**src/rtl/lms_adapt_ctrl.sv**
```systemverilog
// lms_adapt_ctrl: sequencing controller for the LMS adaptive filter.
// Tracks valid errors through the fixed-latency error pipeline, gates the
// coefficient update to those cycles and schedules the step-size shift
// from the windowed mean absolute error.
module lms_adapt_ctrl #(
  parameter int DATA_W    = 16,
  parameter int LAT       = 9,
  parameter int WIN_LOG2  = 6,
  parameter int MU_INIT   = 4,
  parameter int MU_MAX    = 10,
  parameter int TH_LOCK   = 256,
  parameter int TH_UNLOCK = 1024
) (
  input  logic                     clk_i,
  input  logic                     rst_n_i,
  input  logic                     start_i,
  input  logic                     stop_i,
  input  logic                     sample_valid_i,
  input  logic signed [DATA_W-1:0] error_i,
  output logic                     filt_en_o,
  output logic                     wupd_en_o,
  output logic [3:0]               mu_shift_o,
  output logic [DATA_W-1:0]        err_mean_o,
  output logic                     converged_o,
  output logic [1:0]               state_o
);

  localparam int ACC_W  = DATA_W + WIN_LOG2;
  localparam int FILL_W = $clog2(LAT + 1);
  localparam logic [3:0]        MU_INIT_V   = 4'(MU_INIT);
  localparam logic [3:0]        MU_MAX_V    = 4'(MU_MAX);
  localparam logic [DATA_W-1:0] TH_LOCK_V   = DATA_W'(TH_LOCK);
  localparam logic [DATA_W-1:0] TH_UNLOCK_V = DATA_W'(TH_UNLOCK);
  localparam logic [FILL_W-1:0] FILL_LAST   = FILL_W'(LAT - 1);

  typedef enum logic [1:0] {IDLE = 2'd0, FILL = 2'd1, ADAPT = 2'd2, TRACK = 2'd3} state_t;

  state_t              state_q, state_d;
  logic [LAT-1:0]      err_vld_sr;
  logic [FILL_W-1:0]   fill_cnt_q;
  logic [ACC_W-1:0]    acc_q;
  logic [WIN_LOG2-1:0] win_cnt_q;
  logic [3:0]          mu_q, mu_d;
  logic [DATA_W-1:0]   err_mean_q, err_mean_d;

  logic                err_v;
  logic                acc_en;
  logic                win_end;
  logic [ACC_W-1:0]    acc_total;
  logic [DATA_W-1:0]   mean_new;

  // |x| with the most negative code saturated to the largest positive value
  function automatic logic [DATA_W-1:0] abs_sat(input logic signed [DATA_W-1:0] x);
    logic signed [DATA_W-1:0] neg;
    if (x == {1'b1, {(DATA_W-1){1'b0}}}) begin
      return {1'b0, {(DATA_W-1){1'b1}}};
    end
    neg = -x;
    return (x < 0) ? $unsigned(neg) : $unsigned(x);
  endfunction

  assign err_v     = err_vld_sr[LAT-1];
  assign acc_en    = err_v && (state_q == ADAPT || state_q == TRACK);
  assign acc_total = acc_q + ACC_W'(abs_sat(error_i));
  assign mean_new  = acc_total[ACC_W-1:WIN_LOG2];
  assign win_end   = acc_en && (win_cnt_q == '1);

  assign filt_en_o   = (state_q != IDLE);
  assign wupd_en_o   = acc_en;
  assign converged_o = (state_q == TRACK);
  assign state_o     = state_q;
  assign mu_shift_o  = mu_q;
  assign err_mean_o  = err_mean_q;

  // Next-state, step-size and window-result decisions; stop overrides all
  always_comb begin
    state_d    = state_q;
    mu_d       = mu_q;
    err_mean_d = err_mean_q;
    case (state_q)
      IDLE: begin
        if (start_i) begin
          state_d = FILL;
          mu_d    = MU_INIT_V;
        end
      end
      FILL: begin
        if (fill_cnt_q == FILL_LAST) state_d = ADAPT;
      end
      ADAPT: begin
        if (win_end) begin
          err_mean_d = mean_new;
          if (mean_new < TH_LOCK_V) begin
            if (mu_q < MU_MAX_V) mu_d = mu_q + 4'd1;
            else                 state_d = TRACK;
          end
        end
      end
      TRACK: begin
        if (win_end) begin
          err_mean_d = mean_new;
          if (mean_new > TH_UNLOCK_V) begin
            state_d = ADAPT;
            mu_d    = MU_INIT_V;
          end
        end
      end
      default: state_d = IDLE;
    endcase
    if (stop_i) begin
      state_d    = IDLE;
      mu_d       = MU_INIT_V;
      err_mean_d = err_mean_q;
    end
  end

  // State, step-size and window-result registers
  always_ff @(posedge clk_i or negedge rst_n_i) begin
    if (!rst_n_i) begin
      state_q    <= IDLE;
      mu_q       <= MU_INIT_V;
      err_mean_q <= '0;
    end else begin
      state_q    <= state_d;
      mu_q       <= mu_d;
      err_mean_q <= err_mean_d;
    end
  end

  // Valid pipeline mirroring the error calculator latency
  always_ff @(posedge clk_i or negedge rst_n_i) begin
    if (!rst_n_i) begin
      err_vld_sr <= '0;
    end else if (state_q == IDLE || stop_i) begin
      err_vld_sr <= '0;
    end else begin
      err_vld_sr <= {err_vld_sr[LAT-2:0], sample_valid_i & filt_en_o};
    end
  end

  // Fill counter: waits out the pipeline latency before updates begin
  always_ff @(posedge clk_i or negedge rst_n_i) begin
    if (!rst_n_i) begin
      fill_cnt_q <= '0;
    end else if (state_q == FILL) begin
      fill_cnt_q <= fill_cnt_q + FILL_W'(1);
    end else begin
      fill_cnt_q <= '0;
    end
  end

  // Window accumulator of |error| and error count
  always_ff @(posedge clk_i or negedge rst_n_i) begin
    if (!rst_n_i) begin
      acc_q     <= '0;
      win_cnt_q <= '0;
    end else if (state_q == IDLE || stop_i || win_end) begin
      acc_q     <= '0;
      win_cnt_q <= '0;
    end else if (acc_en) begin
      acc_q     <= acc_total;
      win_cnt_q <= win_cnt_q + WIN_LOG2'(1);
    end
  end

endmodule

```
**config.mk**
```make
export PLATFORM = sky130hd
export DESIGN_NAME = lms_adapt_ctrl
export DESIGN_NICKNAME = d
export VERILOG_FILES = /design/src/rtl/lms_adapt_ctrl.sv
export SDC_FILE = /design/constraint.sdc
export NUM_CORES = 1
export LEC_CHECK = 0
export CAP_MARGIN = 0
export CORE_ASPECT_RATIO = 0.6
export CORE_UTILIZATION = 23
export CTS_CLUSTER_DIAMETER = 60
export DETAILED_ROUTE_END_ITERATION = 8
export PLACE_DENSITY = 0.36
export SLEW_MARGIN = 10
export SYNTH_ARGS = -nofsm -noshare
export SYNTH_HDL_FRONTEND = slang
export SYNTH_SLANG_ARGS = --single-unit
export TNS_END_PERCENT = 10
```
**constraint.sdc**
```tcl
create_clock -name clk_i -period 5.7 [get_ports clk_i]
set_input_delay 1.14 -clock clk_i [delete_from_list [all_inputs] [get_ports clk_i]]
set_output_delay 1.14 -clock clk_i [all_outputs]
set_load 0.01 [all_outputs]
```
==> results of run 1 <==
[worst max-delay path, delay by kind of cell]
family,cells,cell delay (ps)
muxes,1,260
buffers and inverters,1,440
adders and majority gates,1,410
AOI/OAI and AO/OA,5,960
and+or+nand+nor,8,2140
xor gates and xnor gates,2,360
[flip-flops by register name, summed over array words and instances (netlist names)]
signal / count
fill_cnt_q: 4
state_o: 2
mu_shift_o: 4
err_vld_sr: 9
acc_q: 22
err_mean_o: 16
win_cnt_q: 6
[kinds of logic after synthesis]
kind of cell,Yosys count
adders and majority gates,25
xor gates and xnor gates,31
and+or+nand+nor,211
AOI/OAI and AO/OA,118
DFF,63
buffers and inverters,38
muxes,3
[synthesized netlist by cell type, types with 3 or more instances]
cell / count
clkbuf_1: 15
inv_1: 16
buf_2: 4
o31ai_1: 6
dfrtp_1: 62
and2_1: 11
nand2b_1: 11
xnor2_1: 11
a21oi_1: 24
o21ai_0: 27
o211ai_1: 5
nand3_1: 11
nor3_1: 9
nand4_1: 6
a21o_1: 4
o21ai_1: 4
nor2_1: 37
or2_2: 3
a22o_1: 13
nor4_1: 3
nand2_1: 93
and3_1: 7
xor2_1: 19
ha_1: 24
a21oi_4: 3
[final cells by class]
cell class / count / area [µm²] / share of cell area
Multi-Input combinational cell: 388 / 2666 / 0.4470
Tap cell: 240 / 300.3 / 0.05035
Timing Repair Buffer: 122 / 1028 / 0.1724
Clock buffer: 10 / 239.0 / 0.04007
Inverter: 16 / 60.06 / 0.01007
Sequential cell: 63 / 1578 / 0.2645
Clock inverter: 6 / 92.59 / 0.01552
[through the flow]
step,std cells,worst slack (ps)
final,845,193.4
after floorplan,489,485.0
after CTS,844,2.473
after detailed placement,828,-431.3
after global routing,845,9.583
after global placement,828,-326.1
[worst min path at each step]
stage                   from       endpoint  slack (ps)  cells after the start
6_report       err_vld_sr[4]  err_vld_sr[5]         450                      1
5_1_grt        err_vld_sr[5]  err_vld_sr[6]         460                      1
2_1_floorplan  err_vld_sr[0]  err_vld_sr[1]         430                      1
3_3_place_gp   err_vld_sr[4]  err_vld_sr[5]         430                      1
4_1_cts        err_vld_sr[4]  err_vld_sr[5]         450                      1
3_5_place_dp   err_vld_sr[4]  err_vld_sr[5]         440                      1
[power breakdown]
group	total, µW	internal [µW]	switching (µW)
Clock	628	397	230
Sequential	463	455	7.75
Combinational	193	90.1	103
[metal layers]
metal,vias up,track usage,wire (µm)
met3,8,0.03390,525
met5,-,0,0
met2,72,0.2082,5309
met4,0,0.03053,85
li1,1953,-,-
met1,1881,0.2233,7232
[what timing repair did]
| action | CTS | global route |
|---|---|---|
| buffers inserted | 0 | 1 |
| pin swaps | 0 | 14 |
| gates resized for setup | 5 | 29 |
| endpoints found under the setup margin | 3 | 6 |
==> run summary, run 1 <==
syn nets: 535
grt total ovfl: 0
worst skew pair latency: 340 ps
clock sinks: 63
hold_ws: 447.1 ps
CP max stage delay: 440 ps
Critical Path Start: error_i[2]
number of global-route vias before repair: 3961
share of cells above drive strength 1: 0.2413
critical-path cell list: clkdlybuf4s50_1, or3_4, or4_4, or3b_4, o31ai_2, xor2_1, nand2_1, ha_1, nand4_1, nor4_1, a32o_2, a21oi_4, xor2_1, nor3b_2, a311oi_2, a41o_2, and2_0, mux2_2
Final Max Slew Viols: 0
post-synthesis mux area share: 0.007323
Die Y: 107.6 µm
core area: 18110 µm²
gr usage total: 0.1475
worst r2r src: acc_q[2]
final wirelength: 13.15 mm
largest net degree at the start of global routing: 64
final hold violation count: 0
leakage power: 0.002739 µW
max_cap viols: 0
Pwr Density: 215.2 nW/µm²
Area Growth Syn to Fin: 39.63%
combinational family with the most area after synthesis: simple AND/OR/NAND/NOR gates
Least-Margin Pin Slew: 1019 ps
Buffers on Ports: 45
# IOs: 46
via count: 3914
sequential fraction of the synthesis area: 0.3694
largest area contributor in the netlist: dfrtp_1
crit path launch type: input port
RSZ-0062 raised after global routing: false
post-cts hold buffer count: 0
top-area cell type share of the netlist area: 0.3632
synth unique cells: 68
setup TNS: 0 ps
CP Class: in2reg
crit path time final: 5507 ps
total CTS buffers: 9
Register-to-Register Path Depth: 12
# nets final: 646
crit path to: mu_shift_o[0]
RePlAce Congestion: 0.8186
cell area after layout: 5964 µm²
synthesis warning total: 0
Max Buffers Root-to-Sink: 2
critical path's slowest cell: clkdlybuf4s50_1
commonest non-fill, non-tap cell in the layout: nand2_1
Placed Area: 5495 µm²
fin util: 0.3293
Post-Syn Area: 4272 µm²
XOR/XNOR Fraction of Synth Area: 0.06532
Pre-antenna DRT Iters: 4
total power draw: 1283 µW
slew margin rel.: 0.3181
crit-path max FO: 7
Max VDD drop: 0.1576 mV
Worst-path clk slew: 60 ps
die area: 19140 µm²
fillers: 1915
#FFs+latches synth: 63
ant diodes: 0
status: complete, no violations
f_max: 181.6 MHz
Starting Density: 0.2358
initial antenna violation count: 0
most frequent CP cell: xor2_1
count of flip-flops with a built-in enable after synthesis: 0
final setup violating endpoints: 0
CP Data Arrival Time: 5730 ps
Hold WC Path Type: reg2reg
Post-DP HPWL: 10.10 mm
Top FF cell, synth: dfrtp_1
row count: 38
Worst Skew: 10.50 ps
1st-iter DRT viols: 188
post-synthesis compound-gate area fraction: 0.2042
Die Span X: 177.9 µm
simple-gate portion of the synthesized area: 0.2399
commonest non-fill, non-tap cells in the layout: nand2_1, buf_4, dfrtp_1, clkdlybuf4s50_1, nor2_1
ys async rst share: 1.000
CTS tree: yes
synth top area cells: dfrtp_1, nand2_1, ha_1
worst reg2reg path endpoint: mu_shift_o[0]
Post-Syn Instances: 489
average size of a mapped cell: 8.735 µm²
DRC Markers: 0
Period Utilization, post-route: 0.9661
R2R Setup Slk: 2410 ps
first-pass GRT wire length: 21.57 mm
Vias per Instance: 4.632
Worst setup EP type: flip-flop
Critical Path RT: 5920 ps
ANT nets after route: 0
adder-cell share of the synthesized area: 0.07499
DR WL/cell: 15.57 µm
H-tree Lvls: 3
root buffer cell: clkbuf_16
No activity file was read; power rests on OpenSTA's default activity.
==> inputs of run 2 (changes only) <==
CORE_MARGIN = 4   (was not set)
==> run 2 against run 1 <==
Net effect: wire length decreased by 1.1%; critical path depth unchanged; maximum frequency decreased by 0.24%; register-to-register slack better by 140 ps; total power shrank 4.7%.
==> run summary, run 2 (synthesis gave the netlist of run 1 again) <==
root buffer cell: clkbuf_16
Worst-path clk slew: 60 ps (about the same)
Critical Path RT: 5920 ps (about the same)
Hold WC Path Type: reg2reg
Worst Skew: 11.33 ps (+0.8275 ps)
# IOs: 46 (unchanged)
Final Max Slew Viols: 0 (unchanged)
core area: 18160 µm² (+0.26%)
Area Growth Syn to Fin: 38.52%
Vias per Instance: 4.554 (-1.7%)
Period Utilization, post-route: 0.9684 (+0.002370)
DR WL/cell: 15.34 µm (-1.5%)
Pre-antenna DRT Iters: 4 (unchanged)
slew margin rel.: 0.2718 (-0.04630)
register area: 1578 µm² (unchanged)
worst r2r src: acc_q[0]
crit path time final: 5520 ps (+13.51 ps)
WL met3: 417 µm (-21%)
row count: 38 (unchanged)
Die Span X: 183.9 µm (+3.4%)
setup TNS: 0 ps (unchanged)
grt total ovfl: 0 (unchanged)
share of cells above drive strength 1: 0.2336 (-0.007770)
clock sinks: 63 (unchanged)
Multi-input gate area: 2628 µm² (-1.5%)
Critical Path Start: error_i[1]
metal2 WL: 5.217 mm (-1.7%)
number of global-route vias before repair: 3843 (-3.0%)
crit path launch type: input port
f_max: 181.2 MHz (-0.24%)
Max Buffers Root-to-Sink: 2 (unchanged)
first-pass GRT wire length: 21.04 mm (-2.5%)
via count: 3862 (-1.3%)
worst hold start: err_vld_sr[7]
initial antenna violation count: 0 (unchanged)
CP Data Arrival Time: 5740 ps (about the same)
Biggest register: acc_q
1st-iter DRT viols: 225 (+20%)
M1 wire length: 7.294 mm (+0.86%)
max_cap viols: 0 (unchanged)
Worst setup EP type: flip-flop
Die Y: 113.6 µm (+5.6%)
ANT nets after route: 0 (unchanged)
fin util: 0.3258 (-0.003480)
RePlAce Congestion: 0.8258 (+0.88%)
R2R Setup Slk: 2550 ps (+140 ps)
gr usage total: 0.1280 (-0.01950)
Post-DP HPWL: 9.988 mm (-1.1%)
final hold violation count: 0 (unchanged)
status: complete, no violations
die area: 20890 µm² (+9.1%)
fillers: 1927 (+0.63%)
commonest non-fill, non-tap cell in the layout: nand2_1
H-tree Lvls: 3 (unchanged)
leakage power: 0.002713 µW (-0.94%)
Pwr Density: 206.7 nW/µm² (-3.9%)
worst skew pair latency: 340 ps (about the same)
Buffers on Ports: 45 (unchanged)
commonest non-fill, non-tap cells in the layout: nand2_1, buf_4, dfrtp_1, clkdlybuf4s50_1, nor2_1
max reg flops: 22 (unchanged)
total CTS buffers: 9 (unchanged)
ant diodes: 0 (unchanged)
final wirelength: 13.01 mm (-1.1%)
# nets final: 649 (+0.46%)
CP Class: in2reg
CTS tree: yes
crit-path max FO: 7 (unchanged)
Starting Density: 0.2352 (-0.0006173)
DRC Markers: 0 (unchanged)
Max VDD drop: 0.1460 mV (-7.4%)
top layer in use: met4
final setup violating endpoints: 0 (unchanged)
largest net degree at the start of global routing: 64 (unchanged)
Least-Margin Pin Slew: 1089 ps (+69.68 ps)
## run 2: where the power goes
part           switching [µW]  leakage [µW]  internal, µW
logic                    99.1       0.00171          86.6
registers                7.82      0.000862           455
clock network             231      0.000143           343
total                     338       0.00271           885
## run 2: worst paths after layout
check / to / cells past startpoint
setup / recovery: mu_shift_o[0] / 18
hold / removal: err_vld_sr[8] / 1
setup reg to reg: mu_shift_o[0] / 12
hold reg to reg: err_vld_sr[8] / 1
max in group asynchronous: win_cnt_q[5] / 2
min in group asynchronous: acc_q[4] / 2
## run 2: cell type report
| class | count | area share |
|---|---|---|
| multi-input cells | 388 | 0.4441 |
| flip-flops and latches | 63 | 0.2667 |
| repair buffers | 125 | 0.1768 |
| well taps | 240 | 0.05075 |
| clock buffers | 9 | 0.03806 |
| clock inverters | 7 | 0.01353 |
| inverters | 16 | 0.01015 |
## run 2: repair_timing
| item | CTS | global route |
|---|---|---|
| hold endpoints to repair | 0 | 0 |
| hold buffers | 0 | 0 |
| pin swaps | 1 | 6 |
| setup endpoints to repair | 1 | 6 |
| buffers inserted | 0 | 2 |
| cloned | 0 | 0 |
| gates resized for setup | 4 | 16 |
## run 2: critical path: stages
cell and delay [ps]:
clkdlybuf4s50_1 440, or3_4 400, or4_4 440, or3b_4 440
o31ai_2 230, xor2_1 170, nand2_1 80, ha_2 390
nand4_1 130, nor4_1 250, a32o_2 250, o31a_1 190
o31ai_4 100, nor3b_4 240, a311oi_2 140, a41o_2 300
and2_0 140, mux2_2 250
## run 2: through the flow
step	hold WS (ps)	instances	setup WS (ps)	total power (µW)	area [µm²]
floorplan	427.7	489	485.0	555.5	4272
global placement	431.4	830	-332.2	657.2	5510
detailed placement	436.7	830	-382.1	656.4	5510
CTS	449.6	846	15.36	1242	5837
global route	454.8	848	-17.24	1286	5917
finish	446.0	848	179.9	1223	5917
## run 2: metal layers
layer | vias to the layer above | GRT usage
met5 | - | 0
met4 | 0 | 0.02265
met3 | 7 | 0.02709
met2 | 50 | 0.1801
met1 | 1856 | 0.2011
li1 | 1949 | -
